<file path="src/rtl/uart_tx_arb_pkg.sv">
// Shared definitions for the UART transmit arbiter.
// Holds the arbiter state type, the byte width and the clog2 helpers used to
// size the grant index and the hold-timeout counter.
package uart_tx_arb_pkg;

  localparam int unsigned BYTE_W = 8;

  typedef enum logic [1:0] {
    ST_IDLE,
    ST_WAIT_BUSY,
    ST_WAIT_DONE,
    ST_HOLD
  } arb_state_e;

  // Ceiling log2; clog2(1) = 0.
  function automatic int unsigned clog2(input int unsigned v);
    int unsigned r;
    r = 0;
    for (int unsigned i = 0; i < 32; i++) begin
      if ((64'd1 << i) < 64'(v)) r = i + 1;
    end
    return r;
  endfunction

  // Ceiling log2 with a floor of one bit, for index and counter widths.
  function automatic int unsigned clog2_min1(input int unsigned v);
    return (clog2(v) < 1) ? 1 : clog2(v);
  endfunction

endpackage

</file>
<file path="src/rtl/uart_tx_arb_if.sv">
// Bus between the requesters, the arbiter and the UART byte transmitter.
//   req / req_data / req_last : requester byte offers (req_data byte i at [8i+7:8i])
//   req_ack                   : one-cycle accept pulse per requester
//   grant_id / arb_busy       : arbiter status
//   tx_data / tx_start        : byte and start pulse towards the transmitter
//   tx_busy / tx_done         : transmitter progress
// Modport slave is the arbiter view; master is the requester/transmitter view.
interface uart_tx_arb_if
  import uart_tx_arb_pkg::*;
#(
  parameter int unsigned N_REQ = 4,
  parameter int unsigned GID_W = 2
);

  logic [N_REQ-1:0]        req;
  logic [BYTE_W*N_REQ-1:0] req_data;
  logic [N_REQ-1:0]        req_last;
  logic [N_REQ-1:0]        req_ack;
  logic [GID_W-1:0]        grant_id;
  logic                    arb_busy;
  logic [BYTE_W-1:0]       tx_data;
  logic                    tx_start;
  logic                    tx_busy;
  logic                    tx_done;

  modport slave (
    input  req, req_data, req_last, tx_busy, tx_done,
    output req_ack, grant_id, arb_busy, tx_data, tx_start
  );

  modport master (
    output req, req_data, req_last, tx_busy, tx_done,
    input  req_ack, grant_id, arb_busy, tx_data, tx_start
  );

endinterface

</file>
<file path="src/rtl/uart_tx_arb_rr_pick.sv">
// Combinational round-robin picker.
//   req     : request vector
//   last_id : index granted last; search starts at last_id+1 and wraps
//   win_id  : first requesting index found
//   win_vld : at least one request is set
module uart_tx_arb_rr_pick #(
  parameter int unsigned N_REQ = 4,
  parameter int unsigned GID_W = 2
) (
  input  logic [N_REQ-1:0] req,
  input  logic [GID_W-1:0] last_id,
  output logic [GID_W-1:0] win_id,
  output logic             win_vld
);

  always_comb begin
    logic [GID_W-1:0] idx;
    win_id  = '0;
    win_vld = 1'b0;
    idx     = '0;
    for (int unsigned off = 1; off <= N_REQ; off++) begin
      idx = GID_W'((32'(last_id) + off) % N_REQ);
      if (!win_vld && req[idx]) begin
        win_vld = 1'b1;
        win_id  = idx;
      end
    end
  end

endmodule

</file>
<file path="src/rtl/uart_tx_arb.sv">
// Round-robin arbiter sharing one UART byte transmitter among N_REQ requesters.
// Issues one byte at a time, follows the transmitter through busy/done and,
// with LOCK_EN, keeps the grant on one requester until its req_last byte.
//   clk_i : system clock
//   rst_n : asynchronous active-low reset
//   bus   : requester and transmitter signals (see uart_tx_arb_if)
// All outputs are registered; there is no combinational path from req.
module uart_tx_arb
  import uart_tx_arb_pkg::*;
#(
  parameter int unsigned N_REQ   = 4,
  parameter int unsigned GID_W   = clog2_min1(N_REQ),
  parameter bit          LOCK_EN = 1'b1,
  parameter int unsigned HOLD_TO = 65535
) (
  input  logic         clk_i,
  input  logic         rst_n,
  uart_tx_arb_if.slave bus
);

  localparam int unsigned CNT_W = clog2_min1(HOLD_TO + 1);

  arb_state_e        state_q, state_d;
  logic [GID_W-1:0]  grant_q, grant_d;
  logic [N_REQ-1:0]  ack_q, ack_d;
  logic [BYTE_W-1:0] tx_data_q, tx_data_d;
  logic              tx_start_q, tx_start_d;
  logic              busy_q, busy_d;
  logic              last_q, last_d;
  logic [CNT_W-1:0]  hold_cnt_q, hold_cnt_d;

  logic [GID_W-1:0]  pick_id;
  logic              pick_vld;
  logic              issue;
  logic [GID_W-1:0]  issue_id;
  logic              done_exit;

  uart_tx_arb_rr_pick #(
    .N_REQ (N_REQ),
    .GID_W (GID_W)
  ) u_pick (
    .req     (bus.req),
    .last_id (grant_q),
    .win_id  (pick_id),
    .win_vld (pick_vld)
  );

  // IDLE and HOLD both end in the same issue step; a done seen in WAIT_BUSY
  // takes the WAIT_DONE exit directly, so both states share done_exit.
  always_comb begin
    state_d    = state_q;
    grant_d    = grant_q;
    ack_d      = '0;
    tx_data_d  = tx_data_q;
    tx_start_d = 1'b0;
    last_d     = last_q;
    hold_cnt_d = hold_cnt_q;
    issue      = 1'b0;
    issue_id   = grant_q;
    done_exit  = 1'b0;

    unique case (state_q)
      ST_IDLE: begin
        if (pick_vld) begin
          issue    = 1'b1;
          issue_id = pick_id;
        end
      end
      ST_WAIT_BUSY: begin
        if (bus.tx_done) done_exit = 1'b1;
        else if (bus.tx_busy) state_d = ST_WAIT_DONE;
      end
      ST_WAIT_DONE: begin
        if (bus.tx_done) done_exit = 1'b1;
      end
      ST_HOLD: begin
        if (bus.req[grant_q]) begin
          issue = 1'b1;
        end else begin
          hold_cnt_d = hold_cnt_q + 1'b1;
          if (hold_cnt_d == CNT_W'(HOLD_TO)) state_d = ST_IDLE;
        end
      end
      default: state_d = ST_IDLE;
    endcase

    if (done_exit) begin
      if (LOCK_EN && !last_q) begin
        state_d    = ST_HOLD;
        hold_cnt_d = '0;
      end else begin
        state_d = ST_IDLE;
      end
    end

    if (issue) begin
      state_d         = ST_WAIT_BUSY;
      grant_d         = issue_id;
      ack_d[issue_id] = 1'b1;
      tx_data_d       = bus.req_data[issue_id*BYTE_W +: BYTE_W];
      tx_start_d      = 1'b1;
      last_d          = bus.req_last[issue_id];
    end

    busy_d = (state_d != ST_IDLE);
  end

  always_ff @(posedge clk_i or negedge rst_n) begin
    if (!rst_n) begin
      state_q    <= ST_IDLE;
      grant_q    <= GID_W'(N_REQ - 1);
      ack_q      <= '0;
      tx_data_q  <= '0;
      tx_start_q <= 1'b0;
      busy_q     <= 1'b0;
      last_q     <= 1'b0;
      hold_cnt_q <= '0;
    end else begin
      state_q    <= state_d;
      grant_q    <= grant_d;
      ack_q      <= ack_d;
      tx_data_q  <= tx_data_d;
      tx_start_q <= tx_start_d;
      busy_q     <= busy_d;
      last_q     <= last_d;
      hold_cnt_q <= hold_cnt_d;
    end
  end

  assign bus.req_ack  = ack_q;
  assign bus.grant_id = grant_q;
  assign bus.arb_busy = busy_q;
  assign bus.tx_data  = tx_data_q;
  assign bus.tx_start = tx_start_q;

endmodule

</file>
<file path="src/flat_wrapper.sv">
// flat-port wrapper written by rule: the top's interface ports become plain ports
module uart_tx_arb_flat import uart_tx_arb_pkg::*;
#(
  parameter int unsigned N_REQ   = 4,
  parameter int unsigned GID_W   = clog2_min1(N_REQ),
  parameter bit          LOCK_EN = 1'b1,
  parameter int unsigned HOLD_TO = 65535
)
  (clk_i, rst_n, bus_req, bus_req_data, bus_req_last, bus_tx_busy, bus_tx_done, bus_req_ack, bus_grant_id, bus_arb_busy, bus_tx_data, bus_tx_start);
  uart_tx_arb_if #(.N_REQ(N_REQ), .GID_W(GID_W)) bus_i ();
  input  logic clk_i;
  input  logic rst_n;
  input wire logic [$bits(bus_i.req)-1:0] bus_req;
  input wire logic [$bits(bus_i.req_data)-1:0] bus_req_data;
  input wire logic [$bits(bus_i.req_last)-1:0] bus_req_last;
  input wire logic [$bits(bus_i.tx_busy)-1:0] bus_tx_busy;
  input wire logic [$bits(bus_i.tx_done)-1:0] bus_tx_done;
  output wire logic [$bits(bus_i.req_ack)-1:0] bus_req_ack;
  output wire logic [$bits(bus_i.grant_id)-1:0] bus_grant_id;
  output wire logic [$bits(bus_i.arb_busy)-1:0] bus_arb_busy;
  output wire logic [$bits(bus_i.tx_data)-1:0] bus_tx_data;
  output wire logic [$bits(bus_i.tx_start)-1:0] bus_tx_start;
  assign bus_i.req = bus_req;
  assign bus_i.req_data = bus_req_data;
  assign bus_i.req_last = bus_req_last;
  assign bus_i.tx_busy = bus_tx_busy;
  assign bus_i.tx_done = bus_tx_done;
  assign bus_req_ack = bus_i.req_ack;
  assign bus_grant_id = bus_i.grant_id;
  assign bus_arb_busy = bus_i.arb_busy;
  assign bus_tx_data = bus_i.tx_data;
  assign bus_tx_start = bus_i.tx_start;
  uart_tx_arb #(.N_REQ(N_REQ), .GID_W(GID_W), .LOCK_EN(LOCK_EN), .HOLD_TO(HOLD_TO)) u_core (.clk_i(clk_i), .rst_n(rst_n), .bus(bus_i));
endmodule
</file>
<file path="config.mk">
export PLATFORM = sky130hd
export DESIGN_NAME = uart_tx_arb_flat
export DESIGN_NICKNAME = d
export VERILOG_FILES = /design/src/rtl/uart_tx_arb_pkg.sv /design/src/rtl/uart_tx_arb_if.sv /design/src/rtl/uart_tx_arb_rr_pick.sv /design/src/rtl/uart_tx_arb.sv /design/src/flat_wrapper.sv
export SDC_FILE = /design/constraint.sdc
export NUM_CORES = 1
export LEC_CHECK = 0
export BUFFER_PORTS_ARGS = -buffer_cell sky130_fd_sc_hd__buf_4
export CORE_MARGIN = 10
export CORE_UTILIZATION = 40
export DETAILED_ROUTE_END_ITERATION = 10
export SETUP_SLACK_MARGIN = 0.15
export SLEW_MARGIN = 20
export SYNTH_ARGS = -nofsm -noshare
export SYNTH_HDL_FRONTEND = slang
export SYNTH_SLANG_ARGS = --single-unit
</file>
<file path="constraint.sdc">
create_clock -name clk_i -period 6.9 [get_ports clk_i]
set_clock_uncertainty 0.15 [all_clocks]
set_input_delay 0.345 -clock clk_i [delete_from_list [all_inputs] [get_ports clk_i]]
set_output_delay 0.345 -clock clk_i [all_outputs]
set_load 0.01 [all_outputs]
</file>
==> impl_metrics.ini, run 1 <==
[cells_and_area]
areaGrowthSynthToFinish_pct = 22.3
utilization_pct = 50.8
finalNetCount = 374
layout-drive-gt1-share_pct = 24.9
ff_latch_area_um2 = 878
multi_input_area_mm2 = 0.00149
diodes = 0
fin_area_mm2 = 0.00303
num-fill-cells = 588

[critical_path]
start_kind = flop
cp_slowest_cell = o221ai_2
reg2regPathDepth = 6
r2r-start = u_core.bus.grant_id[0]$_DFFE_PN1P_
critPathMaxStageDelay_ns = 0.72
path_class = flop to flop
crit_chain = mux2_4 > o221ai_2 > o21ai_0 > and2_1 > nor2b_1 > a221oi_1
critPathArrivalTime_ns = 3.24
cp.required_ns = 6.87
cp-end-kind = flop
path_depth = 6
crit_buf_inv = 0
path_max_fanout = 21
r2r_setup_slack_ns = 3.64
path_delay_family = compound AO/OA/AOI/OAI gates
r2r_end = u_core.bus.tx_data[4]$_DFFE_PN0P_

[worst_hold_path]
hold_path.class = primary input to flop
hold_path_depth = 3
holdPathEnd = u_core.bus.tx_data[6]$_DFFE_PN0P_
worstHoldStart = bus_req_data[14]

[global_route]
grtUsageTotal_pct = 13.1
grt_pass1_wl_um = 10900
grt_pass1_vias = 2254
antenna_found_initial = 0
grt_max_degree = 36
grt_remaining_overflow = 0

[run]
cap_violations = 0

[sta]
layout_min_cycle_time_ns = 3.26
finalSetupViolCount = 0
rsz0062_at_grt = false
relSlewSlack_pct = 38.7
tightest_slew_ns = 0.920
final_max_slew_viol_count = 0
finalSetupTns_ns = 0
max_freq_mhz = 306
hold_violations = 0
period_share_pct = 47.3

[pwr]
powerDensity_mw_per_mm2 = 348
ir_worst_vdd_mv = 0.185
power.leakage_nw = 1.29

[floorplan]
die_w_um = 98.7
io_pins = 60
die_y_um = 98.7
dieArea_mm2 = 0.00974
rows = 28
start_util_pct = 41.6
core-area_mm2 = 0.00596

[synthesis]
netlist_area_mm2 = 0.00248
syn-instance-count = 275
syn-num-nets = 324
syn_area_per_cell_um2 = 9.00
ys.flop_type = dfrtp_1
ys_async_sr_fraction_pct = 100
synth_top_area_share_pct = 33.4
synthTopCellsByArea = dfrtp_1 (33%), a221oi_1 (5.7%), o21ai_0 (5.3%)
synth_edf_count = 0
synth_area_leader_cell = dfrtp_1
synth_cell_type_count = 58
ys_ff_latch = 35
yosys_warnings = 0
ys_seq_area_share_pct = 35.5

[clock_network]
htree_num_levels = 2
cts_tree = done
clock_latency_ns = 0.28
cts.sinks = 35
clock_path_buffers = 2
numCtsBuffers = 5
cts_root_buf = clkbuf_8
clk_pin_slew_worst_paths_ns = 0.07

[drt]
maxUsedRoutingLayer = met4
vias = 2268
first_pass_iters = 4
wl_met1_um = 3020
drc = 0
vias_per_cell = 5.67
drtIter0Drc = 211
wl_per_cell_um = 16.5
routed_wl_um = 6590
wl_met2_um = 3040
final_antenna_net_count = 0
wl_met3_um = 513

[placement]
port-buffer-count = 59
placed_area_mm2 = 0.00291
place.gp.congestion = 0.874
dp_hpwl_um = 4930

[status]
run_status = completed
cell usage after synthesis, types with 2 or more instances:
cell       count
xor2_1         9
dfstp_2        2
nand4_1        4
a21oi_1        7
nor2b_1        3
a21boi_0       2
a211oi_1       3
nor3_1         3
inv_1          5
nand3b_1       2
dfrtp_1       33
a221oi_1      16
nand2_1       14
o211ai_1       3
mux2i_1       10
buf_2          3
and2_1         5
o21a_1         3
o21ai_0       26
and2b_1        2
nand3_1       21
buf_6          4
nor2_1        32
or3_1          4
and3_1         3
xnor2_1        6
ha_1           5
and4_1         2
clkbuf_1       7
o22ai_1        2
nand4bb_1      2
nor4_1         4
o31ai_1        2
clkbuf_2       2
logic make-up after synthesis:
logic type               synth area share, %
AND/OR/NAND/NOR                         25.1
AO/OA/AOI/OAI                           21.0
flip-flops                              35.5
buffers and inverters                   5.10
XOR/XNOR                                5.31
multiplexers                            5.56
adder cells (fa/ha/maj)                 2.53
layout by cell type, fill, tap and decap left out, types with 3 or more instances in the layout:
cell type and n:
xnor2_1 6, ha_1 5, a211oi_1 3, buf_4 59
nor4_1 4, nor2_1 31, o21ai_0 26, or3_1 4
and2_1 5, nor2b_1 3, o21a_1 3, mux2i_1 10
nand3_1 21, nand4_1 4, nor3_1 3, dfrtp_1 33
and3_1 3, nand2_1 14, a21oi_1 7, xor2_1 9
clkbuf_8 6, o211ai_1 3, a221oi_1 16, inv_1 5
per-layer routing:
layer,global-route usage (%),up-vias
li1,-,1127
met1,17.2,1077
met2,20.2,62
met3,5.03,2
met4,2.54,0
met5,0,-
worst max-delay path by stage:
stage / from / end
after CTS: u_core.bus.grant_id[0]$_DFFE_PN1P_ / u_core.bus.tx_data[4]$_DFFE_PN0P_
final: u_core.bus.grant_id[0]$_DFFE_PN1P_ / u_core.bus.tx_data[4]$_DFFE_PN0P_
after floorplan: u_core.bus.grant_id[0]$_DFFE_PN1P_ / u_core.hold_cnt_q[13]$_DFF_PN0_
after detailed placement: u_core.bus.grant_id[0]$_DFFE_PN1P_ / u_core.bus.tx_data[4]$_DFFE_PN0P_
after global placement: u_core.bus.grant_id[0]$_DFFE_PN1P_ / u_core.bus.tx_data[5]$_DFFE_PN0P_
after global routing: u_core.bus.grant_id[0]$_DFFE_PN1P_ / u_core.bus.tx_data[2]$_DFFE_PN0P_
registers in the layout, indices dropped and copies added, names as in the netlist:
signal	flops
u_core.state_q	2
u_core.hold_cnt_q	16
u_core.bus.grant_id	2
u_core.bus.req_ack	4
u_core.bus.arb_busy	1
u_core.last_q	1
u_core.bus.tx_start	1
u_core.bus.tx_data	8
area by class of cell:
type / instances / area share (%)
Multi-Input combinational cell: 217 / 49.3
Sequential cell: 35 / 29.0
Clock buffer: 6 / 2.73
Timing Repair Buffer: 60 / 15.0
Inverter: 6 / 0.744
Tap cell: 75 / 3.10
Clock inverter: 1 / 0.165
metrics by stage:
stage          hold WS, ns  std cells  setup slack (ns)  power (W)
3_3_place_gp         0.177        392              3.75   0.000896
3_5_place_dp         0.180        392              3.60   0.000906
5_1_grt              0.280        400              3.32    0.00115
4_1_cts              0.260        400              3.59    0.00106
6_report             0.269        400              3.64    0.00105
2_1_floorplan       -0.101        275              4.54   0.000752
what timing repair did:
| action | CTS | global route |
|---|---|---|
| endpoints found under the hold margin | 33 | 0 |
| setup buffers | 0 | 0 |
| hold buffers | 1 | 0 |
| gates resized for setup | 0 | 0 |
tightest hold or removal path, stage by stage:
cell	delay, ns
buf_4	0.11
mux2i_1	0.12
a211oi_1	0.08
where the power goes:
part	switching [W]	internal, W
clock	0.0000682	0.0000783
combinational	0.000322	0.000254
sequential	0.0000593	0.000271
Note: power is estimated with default switching activity, not from simulation.
==> inputs of run 2 (changes only) <==
==> constraint.sdc (replaced) <==
create_clock -name clk_i -period 3.3 [get_ports clk_i]
set_clock_uncertainty 0.15 [all_clocks]
set_input_delay 0.165 -clock clk_i [delete_from_list [all_inputs] [get_ports clk_i]]
set_output_delay 0.165 -clock clk_i [all_outputs]
set_load 0.01 [all_outputs]
==> run 2 against run 1 <==
  * Clock power grew to 2.7 times the previous value
  * Cell area grew 1.2%
  * Combinational power grew 110%
  * Power grew 120%
  * Global-route usage grew 0.86 points
  * Highest routed layer unchanged
  * Core utilization grew 0.61 points
  * Non-clock buffer count grew 4
  * Sequential share of layout area shrank 0.34 points
  * Maximum frequency grew 22%
  * Critical path depth is the same
==> impl_metrics.ini, run 2 (synthesis results as in run 1) <==
[cells_and_area]
areaGrowthSynthToFinish_pct = 23.7
layout-drive-gt1-share_pct = 25.8
largest_register_ff_count = 16
finalNetCount = 378
regMostFlops = u_core.hold_cnt_q
diodes = 0
layout_commonest_cell = buf_4
num-fill-cells = 568
layout_common_cells = buf_4 (63), dfrtp_1 (33), nor2_1 (32), o21ai_0 (26), nand3_1 (21)

[sta]
hold_violations = 0
rsz0062_at_grt = false
layout_setup_ws_ns = 0.627
finalSetupTns_ns = 0
finalSetupViolCount = 0
period_share_pct = 81.0
tightest_slew_ns = 0.656
max_freq_mhz = 374
layout_min_cycle_time_ns = 2.67
final_max_slew_viol_count = 0
relSlewSlack_pct = 56.2

[critical_path]
critPathArrivalTime_ns = 2.67
start_kind = flop
cp.required_ns = 3.30
cp-end-kind = flop
r2r-start = u_core.bus.grant_id[0]$_DFFE_PN1P_
r2r_setup_slack_ns = 0.63
path_class = flop to flop
r2r_end = u_core.bus.tx_data[1]$_DFFE_PN0P_
reg2regPathDepth = 6
path_max_fanout = 11

[worst_hold_path]
hold_path.class = primary input to flop
holdPathEnd = u_core.bus.tx_data[6]$_DFFE_PN0P_
hold_path_depth = 3
worstHoldStart = bus_req_data[14]

[floorplan]
io_pins = 60
dieArea_mm2 = 0.00974
start_util_pct = 41.6
die_w_um = 98.7
core-area_mm2 = 0.00596
rows = 28
die_y_um = 98.7

[drt]
drc = 0
final_antenna_net_count = 0
routed_wl_um = 6870
first_pass_iters = 4
vias_per_cell = 5.66
drtIter0Drc = 137
wl_per_cell_um = 17.0
vias = 2291

[clock_network]
htree_num_levels = 2
clock_path_buffers = 2
clock_latency_ns = 0.30
post-cts-setup-buffers = 0
clk_pin_slew_worst_paths_ns = 0.08
hold_buffers = 1
cts-resized-gates = 0
cts.sinks = 35
numCtsBuffers = 5
cts_tree = done
cts_root_buf = clkbuf_8

[global_route]
grt_remaining_overflow = 0
grt_pass1_vias = 2265
grt_pass1_wl_um = 11400
grtUsageTotal_pct = 14.0
grt_max_degree = 36
antenna_found_initial = 0

[placement]
dp_hpwl_um = 5160
place.gp.congestion = 0.815
post-place-ws_ns = 0.626
port-buffer-count = 59

[pwr]
powerDensity_mw_per_mm2 = 754
finalPower_w = 0.00231
ir_worst_vdd_mv = 0.421
power.leakage_nw = 1.31

[run]
cap_violations = 0

[status]
run_status = completed
[run 2: cell types whose count changed in the layout (fill, tap and decap cells not counted), sizes merged]
| cell | before | now |
|---|---|---|
| inv | 6 | 7 |
| buf | 59 | 63 |
| clkinv | 1 | 0 |
| bufinv | 0 | 1 |
| clkbuf | 6 | 5 |
| clkinvlp | 0 | 1 |
[run 2: per-layer routing]
| layer | share of wire [%] | global-route usage [%] | routed length, µm | vias to the layer above |
|---|---|---|---|---|
| met5 | 0 | 0 | 0 | - |
| met3 | 6.9 | 4.19 | 476 | 2 |
| met1 | 49 | 19.0 | 3340 | 1079 |
| met2 | 44 | 20.9 | 3030 | 71 |
| met4 | 0.39 | 3.97 | 27 | 0 |
| li1 | - | - | - | 1139 |
[run 2: worst max-delay path by stage]
stage                                                   from                           endpoint  slack, ns  cells after the start
after floorplan           u_core.bus.grant_id[0]$_DFFE_PN1P_    u_core.hold_cnt_q[13]$_DFF_PN0_       0.94                      6
after global placement    u_core.bus.grant_id[0]$_DFFE_PN1P_          u_core.last_q$_DFFE_PN0P_       0.65                      6
after detailed placement  u_core.bus.grant_id[0]$_DFFE_PN1P_  u_core.bus.tx_data[2]$_DFFE_PN0P_       0.63                      6
after CTS                 u_core.bus.grant_id[0]$_DFFE_PN1P_  u_core.bus.tx_data[1]$_DFFE_PN0P_       0.62                      6
after global routing      u_core.bus.grant_id[0]$_DFFE_PN1P_  u_core.bus.tx_data[5]$_DFFE_PN0P_       0.37                      6
final                     u_core.bus.grant_id[0]$_DFFE_PN1P_  u_core.bus.tx_data[1]$_DFFE_PN0P_       0.63                      6
[run 2: where the power goes]
part           switching, W  total, W  internal [W]  leakage, nW
Sequential         0.000124  0.000689      0.000565        0.443
Combinational      0.000675   0.00122      0.000548        0.814
Clock              0.000172  0.000399      0.000227       0.0548
[run 2: worst max-delay path, stage by stage, from the launching register on]
cell and delay [ns]:
dfstp_2 0.66, nor2_1 0.07, nor4b_2 0.16, buf_4 0.18, o311ai_2 0.51, nor2b_1 0.61
a221oi_1 0.16
[run 2: final cells by class]
class                      instances  area (µm²)  share of cell area (%)
clock inverter                     3        46.3                    1.51
tap                               75        93.8                    3.06
clock buffer                       5        68.8                    2.25
multi-input combinational        217        1470                    48.0
sequential                        35         878                    28.7
timing repair buffer              64         483                    15.8
inverter                           6        22.5                   0.735
[run 2: stage by stage]
step	instances	area (µm²)	hold WS [ns]	util [%]
6_report	405	3060	0.0575	51.4
5_1_grt	405	3060	0.0644	51.4
4_1_cts	405	3060	0.0570	51.4
3_5_place_dp	396	2940	0.00302	49.3
3_3_place_gp	396	2940	-0.000611	49.3
2_1_floorplan	275	2480	-0.281	-
